<file path="src/rtl/ftc_pkg.sv">
// ============================================================================
// Module   : ftc_pkg
// Brief    : Forbidden-transition code constants and 3b<->4b symbol mapping.
// Revision : 1.0
// ============================================================================
`default_nettype none

package ftc_pkg;

    localparam int FTC_CW = 4;
    localparam int FTC_SW = 3;

    function automatic logic [FTC_CW-1:0] ftc_encode3(input logic [FTC_SW-1:0] sym);
        logic [FTC_CW-1:0] cw;
        case (sym)
            3'b000:  cw = 4'b0000;
            3'b001:  cw = 4'b0100;
            3'b010:  cw = 4'b0001;
            3'b011:  cw = 4'b0101;
            3'b100:  cw = 4'b0111;
            3'b101:  cw = 4'b1100;
            3'b110:  cw = 4'b1101;
            default: cw = 4'b1111;
        endcase
        return cw;
    endfunction

    // Codewords outside the legal set decode to 0.
    function automatic logic [FTC_SW-1:0] ftc_decode4(input logic [FTC_CW-1:0] cw);
        logic [FTC_SW-1:0] sym;
        case (cw)
            4'b0100: sym = 3'b001;
            4'b0001: sym = 3'b010;
            4'b0101: sym = 3'b011;
            4'b0111: sym = 3'b100;
            4'b1100: sym = 3'b101;
            4'b1101: sym = 3'b110;
            4'b1111: sym = 3'b111;
            default: sym = 3'b000;
        endcase
        return sym;
    endfunction

endpackage

`default_nettype wire

</file>
<file path="src/rtl/ftc_skid_buf.sv">
// ============================================================================
// Module   : ftc_skid_buf
// Brief    : One-entry skid register catching a word when the output stage stalls.
// Revision : 1.0
// ============================================================================
`default_nettype none

module ftc_skid_buf #(
    parameter int W = 12
) (
    input  logic         clk,
    input  logic         rst,
    input  logic [W-1:0] i_data,
    input  logic         i_valid,
    input  logic         i_load,
    output logic         o_ready,
    output logic         o_xfer,
    output logic         o_full,
    output logic [W-1:0] o_data
);

    logic         r_full;
    logic [W-1:0] r_data;

    assign o_ready = ~r_full;
    assign o_xfer  = i_valid & ~r_full;
    assign o_full  = r_full;
    assign o_data  = r_data;

    // A loading output stage always drains the skid entry (or bypasses it).
    always_ff @(posedge clk) begin
        if (rst) begin
            r_full <= 1'b0;
            r_data <= '0;
        end else if (i_load) begin
            r_full <= 1'b0;
        end else if (o_xfer) begin
            r_full <= 1'b1;
            r_data <= i_data;
        end
    end

endmodule

`default_nettype wire

</file>
<file path="src/rtl/ftc_enc_pipe.sv">
// ============================================================================
// Module   : ftc_enc_pipe
// Brief    : Streaming FTC encoder with registered valid/ready output and skid.
// Revision : 1.0
// ============================================================================
`default_nettype none

module ftc_enc_pipe
    import ftc_pkg::*;
#(
    parameter int DATA_W = 12,
    parameter int CNT_W  = 16
) (
    input  logic                        clk,
    input  logic                        rst,
    input  logic [DATA_W-1:0]           in_data,
    input  logic                        in_valid,
    output logic                        in_ready,
    output logic [FTC_CW*DATA_W/3-1:0]  out_code,
    output logic                        out_valid,
    input  logic                        out_ready,
    output logic [CNT_W-1:0]            word_cnt
);

    localparam int NG     = DATA_W / FTC_SW;
    localparam int CODE_W = FTC_CW * NG;

    if (DATA_W == 0 || (DATA_W % FTC_SW) != 0) begin : g_bad_width
        $error("ftc_enc_pipe: DATA_W must be a nonzero multiple of 3");
    end

    logic              r_valid;
    logic [CODE_W-1:0] r_code;
    logic [CNT_W-1:0]  r_cnt;

    logic              w_load;
    logic              w_in_xfer;
    logic              w_s_full;
    logic [DATA_W-1:0] w_s_data;
    logic [DATA_W-1:0] w_src;
    logic [CODE_W-1:0] w_code;

    assign w_load = ~r_valid | out_ready;

    ftc_skid_buf #(
        .W (DATA_W)
    ) u_skid (
        .clk     (clk),
        .rst     (rst),
        .i_data  (in_data),
        .i_valid (in_valid),
        .i_load  (w_load),
        .o_ready (in_ready),
        .o_xfer  (w_in_xfer),
        .o_full  (w_s_full),
        .o_data  (w_s_data)
    );

    // The skid entry is older than anything on the input, so it goes first.
    assign w_src = w_s_full ? w_s_data : in_data;

    for (genvar g = 0; g < NG; g++) begin : g_grp
        assign w_code[FTC_CW*g +: FTC_CW] = ftc_encode3(w_src[FTC_SW*g +: FTC_SW]);
    end

    always_ff @(posedge clk) begin
        if (rst) begin
            r_valid <= 1'b0;
            r_code  <= '0;
            r_cnt   <= '0;
        end else begin
            if (r_valid && out_ready) begin
                r_cnt <= r_cnt + 1'b1;
            end
            if (w_load) begin
                if (w_s_full || w_in_xfer) begin
                    r_code  <= w_code;
                    r_valid <= 1'b1;
                end else begin
                    // Idle bus keeps the last codeword to avoid transitions.
                    r_valid <= 1'b0;
                end
            end
        end
    end

    assign out_code  = r_code;
    assign out_valid = r_valid;
    assign word_cnt  = r_cnt;

endmodule

`default_nettype wire

</file>
<file path="config.mk">
export PLATFORM = sky130hd
export DESIGN_NAME = ftc_enc_pipe
export DESIGN_NICKNAME = d
export VERILOG_FILES = /design/src/rtl/ftc_pkg.sv /design/src/rtl/ftc_skid_buf.sv /design/src/rtl/ftc_enc_pipe.sv
export SDC_FILE = /design/constraint.sdc
export NUM_CORES = 1
export LEC_CHECK = 0
export ABC_AREA = 1
export CORE_MARGIN = 2
export CORE_UTILIZATION = 34
export DETAILED_ROUTE_END_ITERATION = 16
export PLACE_DENSITY = 0.69
export RECOVER_POWER = 25
export REMOVE_ABC_BUFFERS = 1
export SYNTH_ARGS = -nofsm -noshare
export SYNTH_HDL_FRONTEND = slang
export SYNTH_HIERARCHICAL = 1
export SYNTH_SLANG_ARGS = --single-unit
</file>
<file path="constraint.sdc">
create_clock -name clk -period 2 [get_ports clk]
set_clock_uncertainty 0.2 [all_clocks]
set_input_delay 0.4 -clock clk [delete_from_list [all_inputs] [get_ports clk]]
set_output_delay 0.4 -clock clk [all_outputs]
set_load 0.02 [all_outputs]
</file>
### Yosys cells after proc, flatten, opt, wreduce, memory -nomap -nowiden

Cells that the tools add are included.

| word-level totals | value |
|---|---|
| register bits | 46 |
| bits of input ports | 16 |
| output and inout bits | 34 |

| cells by class | value |
|---|---|
| $add $sub $neg | 1 |
| equal/unequal tests | 24 |
| muxes and demuxes | 6 |
| bitwise logic cells | 5 |
| reduce and logical (&&, ||, !) cells | 9 |

Operators by type and width:

| cell | number |
|---|---|
| one-hot mux 4 bit (7 select lines) | 4 |
| equality test 3 bit (second input constant) | 12 |
| equality test 3 x 2 -> 1 bit (second input constant) | 8 |
| adder 16 x 1 -> 16 bit (second input constant) | 1 |
| equality test 3 x 1 -> 1 bit (second input constant) | 4 |
| logical NOT 3 bit | 4 |
| 2-to-1 mux 12 bit | 1 |
| AND reduction 2 bit | 2 |
| inverter 1 bit | 3 |
| OR reduction 2 bit | 1 |
| AND 1 bit | 1 |
| logical AND 1 bit | 1 |
| logical OR 1 bit | 1 |
| 2-to-1 mux 1 bit | 1 |
| OR 1 bit | 1 |

### Longest topological paths before layout

Gate-level depths: netlist of run 1.

| logic depth | value |
|---|---|
| word-level depth | 4 |
| depth in mapped cells | 8 |
| gate-level depth less buffers | 8 |

### By module

Netlist of run 1, hierarchy kept.

Modules (own cells, without submodules):

| module | instances | cells each | area an instance (µm²) |
|---|---|---|---|
| ftc_enc_pipe | 1 | 290 | 1855.5 |
| ftc_skid_buf | 1 | 83 | 553.0 |

### Worst setup path before layout of run 1

OpenSTA, ideal clock, no wires.

| timing path | value |
|---|---|
| path type | reg2reg |
| start | register u_skid.r_full (netlist: u_skid/o_full) |
| end | register r_code[10] (netlist: out_code[10]) |
| setup time | 0.117 ns |
| data arrival time | 1.206 ns |
| setup slack | 0.477 ns |
| stages on the path, launching flop included | 7 |
| path buffers | 1 |
| clock period less this slack | 1.523 ns |
| cells stage by stage | dfxtp_1 -> nor2_1 -> o21ai_4 -> inv_4 -> buf_6 -> o21ai_0 -> nor2_1 |

| between the ends | value |
|---|---|
| cells in the longest elaborated chain, start to end | 4 |

RTL lines:

| element | line | RTL |
|---|---|---|
| start, declared | ftc_skid_buf.sv:22 | `logic r_full;` |
| start signal, assigned | ftc_skid_buf.sv:33 | `r_full <= 1'b0;` |
| start signal, assigned | ftc_skid_buf.sv:36 | `r_full <= 1'b0;` |
| start signal, assigned | ftc_skid_buf.sv:38 | `r_full <= 1'b1;` |
| inverter 1 bit | ftc_skid_buf.sv:26 | `assign o_xfer = i_valid & ~r_full;` |
| AND 1 bit | ftc_skid_buf.sv:26 |  |
| net w_in_xfer | ftc_enc_pipe.sv:37 | `logic w_in_xfer;` |
| logical OR 1 bit | ftc_enc_pipe.sv:76 | `if (w_s_full \|\| w_in_xfer) begin` |
| AND reduction 2 bit (no line) | n/a |  |
| end signal, assigned | ftc_enc_pipe.sv:77 | `r_code <= w_code;` |
| end, declared | ftc_enc_pipe.sv:33 | `logic [CODE_W-1:0] r_code;` |

The timed path passes the listed nets, and every way through them passes these cells.
A chain may end at the register's enable or synchronous reset.

### Final worst setup path of run 1

| timing path | value |
|---|---|
| start | register r_cnt[1] (netlist: word_cnt[1]) |
| end | output port word_cnt[1] |

RTL lines:

| element | line | RTL |
|---|---|---|
| start, declared | ftc_enc_pipe.sv:34 | `logic [CNT_W-1:0] r_cnt;` |
| start signal, assigned | ftc_enc_pipe.sv:73 | `r_cnt <= r_cnt + 1'b1;` |
| end, declared | ftc_enc_pipe.sv:22 | `output logic [CNT_W-1:0] word_cnt` |

No word-level cell between the ends.

==> results of run 1 <==
-- flip-flops by register name (all words and copies together) (netlist names) --
register and count:
u_skid/o_data 12, word_cnt 16, out_valid 1, out_code 16, u_skid/o_full 1
-- cell usage in the layout, fill, tap and decap left out, drive strengths merged --
cell and n:
nand2 103, nor2 80, inv 59, dfxtp 46, clkdlybuf4s50 44, o21ai 29, a21oi 22, buf 15
nand3 10, clkbuf 10, nand4 5, nor3 5, clkinv 2, o21bai 1, ha 1, clkinvlp 1
dlygate4sd3 1, a211oi 1
-- tightest hold or removal path, stage by stage (launching register included) --
cell and delay [ns]:
dfxtp_1 0.32, nand2_1 0.06, a21oi_1 0.05
-- layer usage --
metal,vias up,routed length (um)
met4,0,66
met5,-,0
met3,6,261
li1,1259,-
met2,52,2590
met1,1048,2630
-- where the power goes --
| part | internal (mW) | total (mW) | switching, mW |
|---|---|---|---|
| Clock | 0.246 | 0.581 | 0.335 |
| Sequential | 0.956 | 0.981 | 0.0246 |
| Combinational | 0.144 | 0.320 | 0.176 |
| Total | 1.35 | 1.88 | 0.535 |
-- worst paths after layout --
path / from / end / cells after the start
max: word_cnt[1]$_SDFFE_PP0P_ / word_cnt[1] / 1
min: out_code[11]$_SDFFE_PP0P_ / out_code[11]$_SDFFE_PP0P_ / 2
max reg2reg: u_skid/o_full$_SDFFE_PP0P_ / out_code[13]$_SDFFE_PP0P_ / 8
min reg2reg: out_code[11]$_SDFFE_PP0P_ / out_code[11]$_SDFFE_PP0P_ / 2
-- per-stage QoR --
step / instances / TNS (ns)
2_1_floorplan: 362 / -2.27
3_3_place_gp: 523 / -0.00570
3_5_place_dp: 523 / -0.0919
4_1_cts: 531 / 0
5_1_grt: 531 / 0
6_report: 531 / 0
-- layout make-up --
class	count	area, um2
inverters	59	221
clock buffers	5	68.8
clock inverters	3	21.3
fillers	727	3720
flip-flops and latches	46	921
repair buffers	65	594
multi-input cells	257	1160
well taps	96	120
-- cells by family after synthesis --
group | count (synthesis)
compound gates | 53
flops | 46
simple gates | 203
fa+ha+maj | 1
buf+inv | 70
==> results.py, run 1 <==
metrics = {
    "synth": {
        "syn_area_um2": 2410,
        "yosys.area.top_type": "dfxtp_1",
        "syn_avg_cell_area_um2": 6.46,
        "yosysSeqAreaShare_pct": 38.2,
        "synth_common_cells": "nand2_1 (98), nor2_1 (74), inv_1 (56)",
        "syn_inst": 373,
        "synthTopCellsByArea": "dfxtp_1 (38%), nand2_1 (15%), nor2_1 (12%)",
        "synth_flop_cell": "dfxtp_1",
        "ys_ff_latch": 46,
        "yosysUniqueCellTypes": 29,
        "ys_warn_count": 6,
        "synth_top_family_by_area": "simple AND/OR/NAND/NOR gates",
        "synth_top_area_share_pct": 38.2,
        "synthArstFlopShare_pct": 0,
        "synth-edff-count": 0,
        "synth-compound-area-share_pct": 13.1,
        "synthMuxAreaShare_pct": 0,
        "synthAdderAreaFrac_pct": 0.519,
        "synth-xor-area-share_pct": 0,
        "synth_most_common_cell": "nand2_1",
        "yosys.area_share.simple_pct": 35.0,
    },
    "die": {
        "start_util_pct": 35.3,
        "die_w_um": 88.2,
        "io_pins": 50,
        "placementRows": 30,
        "core_um2": 6830,
        "die-area_um2": 7770,
        "dieHeight_um": 88.2,
    },
    "clocking": {
        "cts_max_level": 2,
        "cts_buffer_depth": 2,
        "root_buffer": "clkbuf_8",
        "cts_setup_buffers": 0,
        "cts_resized": 0,
        "cts_tree": "done",
        "cts_made_buffers": 5,
        "clkLatencyLatePin_ns": 0.31,
        "ctsHoldBuffers": 0,
        "cts.clk_slew.worst_paths_ns": 0.08,
        "cts_sinks": 46,
    },
    "pwr": {
        "ir_drop_mv": 0.330,
        "total_power_mw": 1.88,
        "p_leak_nw": 1.40,
        "powerDensity_nw_per_um2": 605,
    },
    "worst_setup_path": {
        "crit_family": "buffers and inverters",
        "cp_num_buf_inv": 1,
        "cp_slowest_cell": "clkdlybuf4s50_1",
        "crit_chain": "clkdlybuf4s50_1",
        "path_class": "flip-flop to output port",
        "critPathRequiredTime_ns": 1.40,
        "startpoint_type": "flip-flop",
        "cp-end-kind": "output port",
        "arrival_ns": 1.34,
        "reg2reg_slack_ns": 0.34,
        "critPathMaxStageDelay_ns": 0.63,
        "worst-path-max-fanout": 5,
    },
    "detailed_routing": {
        "antenna_left": 0,
        "dr.first_iter.drc_count": 70,
        "wirelength_mm": 5.54,
        "drc": 0,
        "first_pass_iters": 4,
        "viasPerCell": 4.45,
        "num_vias": 2365,
        "routedWlPerCell_um": 10.4,
    },
    "final_layout": {
        "area_growth_pct": 29.0,
        "stdcell_area_um2": 3110,
        "antennaDiodeCount": 0,
        "final_util_pct": 45.5,
        "drive_gt1_share_pct": 10.8,
        "nets": 451,
    },
    "place": {
        "gp_congestion": 0.835,
        "dpl.hpwl_mm": 4.22,
        "dpl_cell_area_um2": 3060,
        "dp_slack_ns": -0.0330,
        "place.port_buffers": 49,
    },
    "sta": {
        "finalHoldViolations": 0,
        "tightest_slew_ns": 0.381,
        "max_freq_mhz": 516,
        "fin_crit_ns": 1.94,
        "hold-worst-slack_ns": 0.281,
        "setup_viol": 0,
        "drv_slew": 0,
        "maxSlewHeadroom_pct": 74.6,
        "rsz0062_at_grt": "no",
        "min_period_over_period_pct": 96.9,
        "setup_ws_ns": 0.0618,
    },
    "hold_path": {
        "hold_class": "flip-flop to flip-flop",
    },
    "global_routing": {
        "busiest_layer": "met2",
        "use_met2_pct": 25.7,
        "grt_max_degree": 25,
        "met1_usage_pct": 19.4,
        "use_met3_pct": 4.24,
        "antenna_found_initial": 0,
        "grt_pass1_vias": 2090,
        "grt_pass1_wl_mm": 9.45,
        "grtUsageTotal_pct": 15.4,
        "grt_overflow": 0,
    },
    "run": {
        "drv_cap": 0,
    },
    "status": {
        "status": "completed",
    },
}
(Power assumes the default switching activity.)
==> run 2: changes to the inputs <==
Settings changed: PLACE_DENSITY 0.69 to 0.7, SYNTH_HIERARCHICAL 1 to default.
==> run 2 against run 1 <==
Net effect:
- utilization rose by 1.9 points
- sequential share of layout area is 3.0 points higher
- wire length is 13% lower
- highest routed layer unchanged
- critical path type unchanged
==> results.py, run 2 <==
metrics = {
    "sta": {
        "finalHoldViolations": 0,
        "fin_crit_ns": 1.93,
        "tightest_slew_ns": 0.419,
        "max_freq_mhz": 519,
        "rsz0062_at_grt": "no",
        "drv_slew": 0,
        "maxSlewHeadroom_pct": 72.0,
        "min_period_over_period_pct": 96.3,
        "setup_viol": 0,
        "hold-worst-slack_ns": 0.258,
    },
    "final_layout": {
        "final_cell_mix": "nand2_1 (62), clkdlybuf4s50_1 (46), dfxtp_1 (46)",
        "antennaDiodeCount": 0,
        "drive_gt1_share_pct": 10.9,
        "final_common_cell": "nand2_1",
        "stdcell_area_um2": 2820,
        "nets": 376,
        "area_growth_pct": 33.1,
    },
    "synth": {
        "synth_most_common_cell": "nand2_1",
        "ys_ff_latch": 46,
        "yosys.area.top_type": "dfxtp_1",
        "synth_top_area_share_pct": 43.4,
        "syn_avg_cell_area_um2": 7.11,
        "syn_area_um2": 2120,
        "synth_common_cells": "nand2_1 (61), dfxtp_1 (46), nor2_1 (40)",
        "synthTopCellsByArea": "dfxtp_1 (43%), nand2_1 (11%), nor2_1 (7.1%)",
        "ys_warn_count": 0,
        "syn_inst": 298,
        "synth_flop_cell": "dfxtp_1",
        "synthArstFlopShare_pct": 0,
        "yosysSeqAreaShare_pct": 43.4,
        "yosysUniqueCellTypes": 29,
        "synth-edff-count": 0,
    },
    "detailed_routing": {
        "first_pass_iters": 4,
        "wirelength_mm": 4.83,
        "dr.first_iter.drc_count": 79,
        "routedWlPerCell_um": 11.2,
        "antenna_left": 0,
        "num_vias": 2039,
        "drc": 0,
        "viasPerCell": 4.71,
    },
    "hold_path": {
        "min_to": "u_skid.o_data[10]$_SDFFE_PP0P_",
        "hold_class": "flip-flop to flip-flop",
        "hp-start": "u_skid.o_data[10]$_SDFFE_PP0P_",
        "worstHoldPathCells": 2,
    },
    "worst_setup_path": {
        "critPathRequiredTime_ns": 1.40,
        "r2r_end": "out_code[5]$_SDFFE_PP0P_",
        "reg2reg_slack_ns": 0.38,
        "startpoint_type": "flip-flop",
        "cp_num_buf_inv": 1,
        "path_class": "flip-flop to output port",
        "arrival_ns": 1.33,
        "critPathMaxStageDelay_ns": 0.63,
        "crit_family": "buffers and inverters",
        "r2r-start": "u_skid.o_full$_SDFFE_PP0P_",
        "worst-path-max-fanout": 5,
        "reg2reg_depth": 8,
        "cp_slowest_cell": "clkdlybuf4s50_1",
        "cp-end-kind": "output port",
        "crit_chain": "clkdlybuf4s50_1",
    },
    "status": {
        "status": "completed",
    },
    "place": {
        "dpl.hpwl_mm": 3.59,
        "dpl_cell_area_um2": 2770,
        "place.port_buffers": 49,
        "gp_congestion": 0.812,
    },
    "pwr": {
        "ir_drop_mv": 0.383,
        "powerDensity_nw_per_um2": 656,
        "p_leak_nw": 1.09,
    },
    "die": {
        "die_w_um": 83.0,
        "core_um2": 5960,
        "start_util_pct": 35.6,
        "placementRows": 28,
        "io_pins": 50,
        "die-area_um2": 6880,
        "dieHeight_um": 83.0,
    },
    "clocking": {
        "root_buffer": "clkbuf_8",
        "cts.clk_slew.worst_paths_ns": 0.08,
        "cts_sinks": 46,
        "clkLatencyLatePin_ns": 0.30,
        "cts_max_level": 2,
        "cts_made_buffers": 5,
        "ctsHoldBuffers": 0,
        "cts_buffer_depth": 2,
        "cts_tree": "done",
    },
    "global_routing": {
        "grt_overflow": 0,
        "grt_max_degree": 19,
        "grt_pass1_wl_mm": 8.14,
        "grtUsageTotal_pct": 14.2,
        "grt_pass1_vias": 1855,
        "antenna_found_initial": 0,
    },
    "run": {
        "drv_cap": 0,
    },
}
[run 2: area by class of cell]
cell class              count  area [um2]
clock buffers               6        82.6
fillers                   637        3130
inverters                  37         139
multi-input cells         205         977
flip-flops and latches     46         921
well taps                  75        93.8
repair buffers             64         608
[run 2: logic make-up (layout without fill, tap and decap cells)]
kind of cell | Yosys count | in the layout | share of synthesized area [%]
fa+ha+maj | 1 | 1 | 0.590
compound gates | 67 | 67 | 17.7
flops | 46 | 46 | 43.4
simple gates | 136 | 136 | 28.3
buf+inv | 47 | 107 | 9.56
xor+xnor | 1 | 1 | 0.413
[run 2: worst max-delay path by stage]
stage / start / end / slack, ns / cells past startpoint
4_1_cts: word_cnt[13]$_SDFFE_PP0P_ / word_cnt[13] / 0.05 / 1
3_3_place_gp: out_ready / u_skid.o_data[11]$_SDFFE_PP0P_ / 0.01 / 6
3_5_place_dp: out_ready / word_cnt[4]$_SDFFE_PP0P_ / -0.05 / 6
5_1_grt: word_cnt[12]$_SDFFE_PP0P_ / word_cnt[12] / 0.01 / 1
2_1_floorplan: out_valid$_SDFFE_PP0N_ / u_skid.o_data[0]$_SDFFE_PP0P_ / 0.18 / 5
6_report: word_cnt[12]$_SDFFE_PP0P_ / word_cnt[12] / 0.07 / 1
[run 2: worst min-delay path, stage by stage, from the launching register on]
cell,delay [ns]
dfxtp_1,0.30
inv_1,0.06
a21oi_1,0.06
[run 2: through the flow]
step                      cells  TNS [ns]  setup WS [ns]  total power [mW]  util, %
after floorplan             288         0          0.181              1.16        -
after global placement      427         0         0.0110              1.31     46.4
after detailed placement    427   -0.0639        -0.0535              1.31     46.4
after CTS                   433         0         0.0464              1.88     47.8
after global routing        433         0         0.0125              1.94     47.4
final                       433         0         0.0736              1.85     47.4
[run 2: power by group]
part | total, mW | internal, mW | switching (mW)
clock network | 0.569 | 0.267 | 0.302
logic | 0.306 | 0.140 | 0.167
registers | 0.976 | 0.956 | 0.0204
total | 1.85 | 1.36 | 0.489
[run 2: repair_timing]
| item | 4_1_cts | 5_1_grt |
|---|---|---|
| gates resized for setup | 1 | 1 |
| setup endpoints to repair | 1 | 1 |
| buffers inserted | 0 | 0 |
[run 2: layer usage]
metal	routed length (um)	GRT usage, %
met1	2260	16.6
met2	2260	24.5
met3	247	4.67
met4	70	4.17
met5	0	0
==> run 3: changes to the inputs <==
Settings changed: CORE_MARGIN 2 to default.
==> run 3 against run 2 <==
Net effect:
- clock power increased by 49%
- sequential cell count is the same
- register-to-register slack barely moved
- utilization grew 1.2 points
- sequential share of layout area is 0.82 points lower
- combinational power barely moved
- worst setup slack got worse by 0.0050 ns
- critical path depth did not move
==> results.py, run 3 (same netlist as run 2, synthesis figures left out) <==
metrics = {
    "status": {
        "status": "completed",
    },
    "worst_setup_path": {
        "arrival_ns": 1.33,
        "r2r_end": "out_code[5]$_SDFFE_PP0P_",
        "cp-end-kind": "output port",
        "critPathRequiredTime_ns": 1.40,
        "path_depth": 1,
        "path_class": "flip-flop to output port",
        "r2r-start": "u_skid.o_full$_SDFFE_PP0P_",
        "cp_slowest_cell": "clkdlybuf4s50_1",
        "reg2reg_depth": 8,
        "reg2reg_slack_ns": 0.37,
        "setup.worst_path.start": "word_cnt[6]$_SDFFE_PP0P_",
        "crit_family": "buffers and inverters",
        "critPathMaxStageDelay_ns": 0.63,
        "startpoint_type": "flip-flop",
        "cp_num_buf_inv": 1,
        "crit_chain": "clkdlybuf4s50_1",
        "worst-path-max-fanout": 5,
        "endpoint": "word_cnt[6]",
    },
    "clocking": {
        "cts_sinks": 46,
        "cts_setup_buffers": 0,
        "cts_tree": "done",
        "cts_buffer_depth": 2,
        "clkLatencyLatePin_ns": 0.30,
        "cts_max_level": 2,
        "cts.clk_slew.worst_paths_ns": 0.09,
        "root_buffer": "clkbuf_8",
        "cts_made_buffers": 5,
    },
    "die": {
        "start_util_pct": 35.6,
        "die_w_um": 81.0,
        "placementRows": 28,
        "io_pins": 50,
        "die-area_um2": 6550,
        "dieHeight_um": 81.0,
        "core_um2": 5960,
    },
    "place": {
        "gp_congestion": 0.785,
        "dpl.hpwl_mm": 3.54,
        "place_inst": 428,
        "place.port_buffers": 49,
        "dp_slack_ns": -0.0238,
    },
    "sta": {
        "rsz0062_at_grt": "no",
        "finalSetupTns_ns": 0,
        "max_freq_mhz": 518,
        "tightest_slew_ns": 0.417,
        "drv_slew": 0,
        "setup_viol": 0,
        "finalHoldViolations": 0,
        "min_period_over_period_pct": 96.6,
        "fin_crit_ns": 1.93,
        "maxSlewHeadroom_pct": 72.1,
        "setup_ws_ns": 0.0686,
    },
    "final_layout": {
        "final_util_pct": 48.6,
        "final_common_cell": "nand2_1",
        "antennaDiodeCount": 0,
        "nets": 377,
        "final_cell_mix": "nand2_1 (62), clkdlybuf4s50_1 (47), dfxtp_1 (46)",
        "area_growth_pct": 36.5,
        "instances_no_fill": 436,
        "drive_gt1_share_pct": 11.1,
    },
    "hold_path": {
        "hold_class": "flip-flop to flip-flop",
    },
    "run": {
        "drv_cap": 0,
    },
    "global_routing": {
        "grt_pass1_vias": 1936,
        "grt_overflow": 0,
        "grt_max_degree": 19,
        "grtUsageTotal_pct": 16.3,
        "antenna_found_initial": 0,
        "grt_pass1_wl_mm": 8.28,
    },
    "detailed_routing": {
        "drc": 0,
        "dr.first_iter.drc_count": 83,
        "first_pass_iters": 4,
        "wirelength_mm": 4.76,
        "routedWlPerCell_um": 10.9,
        "antenna_left": 0,
        "viasPerCell": 4.67,
        "num_vias": 2037,
    },
    "pwr": {
        "powerDensity_nw_per_um2": 735,
        "p_leak_nw": 1.12,
        "ir_drop_mv": 0.471,
        "total_power_mw": 2.13,
    },
}
## run 3: changes by cell type in the layout (fill, tap and decap cells not counted), moves of 2 or more
| cell | before | now |
|---|---|---|
| clkbuf_4 | 2 | 0 |
| o21ai_0 | 19 | 21 |
| o21ai_1 | 14 | 12 |
| bufinv_16 | 0 | 2 |
## run 3: timing repair
item                       in CTS  in global routing
hold buffers                    0                  0
resized for setup               1                  0
setup endpoints to repair       1                  0
## run 3: area by class of cell
class	count	area [um2]
sequential	46	921
clock inverter	2	60.1
tap	75	93.8
timing repair buffer	65	616
multi-input combinational	205	982
inverter	37	139
fill	621	3060
clock buffer	6	82.6
## run 3: worst min path at each step
stage | start | endpoint | slack (ns) | cells past startpoint
global route | u_skid.o_data[4]$_SDFFE_PP0P_ | u_skid.o_data[4]$_SDFFE_PP0P_ | 0.27 | 2
floorplan | u_skid.o_data[10]$_SDFFE_PP0P_ | u_skid.o_data[10]$_SDFFE_PP0P_ | 0.23 | 2
CTS | u_skid.o_data[4]$_SDFFE_PP0P_ | u_skid.o_data[4]$_SDFFE_PP0P_ | 0.26 | 2
finish | u_skid.o_data[4]$_SDFFE_PP0P_ | u_skid.o_data[4]$_SDFFE_PP0P_ | 0.25 | 2
detailed placement | u_skid.o_data[4]$_SDFFE_PP0P_ | u_skid.o_data[4]$_SDFFE_PP0P_ | 0.24 | 2
global placement | u_skid.o_data[4]$_SDFFE_PP0P_ | u_skid.o_data[4]$_SDFFE_PP0P_ | 0.24 | 2
## run 3: routing by layer
layer / GRT usage [%] / share of wire [%] / vias to the layer above
met5: 0 / 0 / -
met4: 4.82 / 0.57 / 0
met3: 4.49 / 3.7 / 2
met2: 28.5 / 47 / 42
met1: 19.2 / 48 / 908
li1: - / - / 1085
## run 3: power breakdown
group,switching [mW],internal (mW),total (mW)
Clock,0.315,0.533,0.848
Combinational,0.166,0.137,0.303
Sequential,0.0208,0.956,0.977
## run 3: through the flow
stage	instance area [um2]	hold WS, ns
floorplan	2060	0.231
global placement	2790	0.239
detailed placement	2790	0.242
CTS	2930	0.255
global route	2890	0.271
finish	2890	0.252
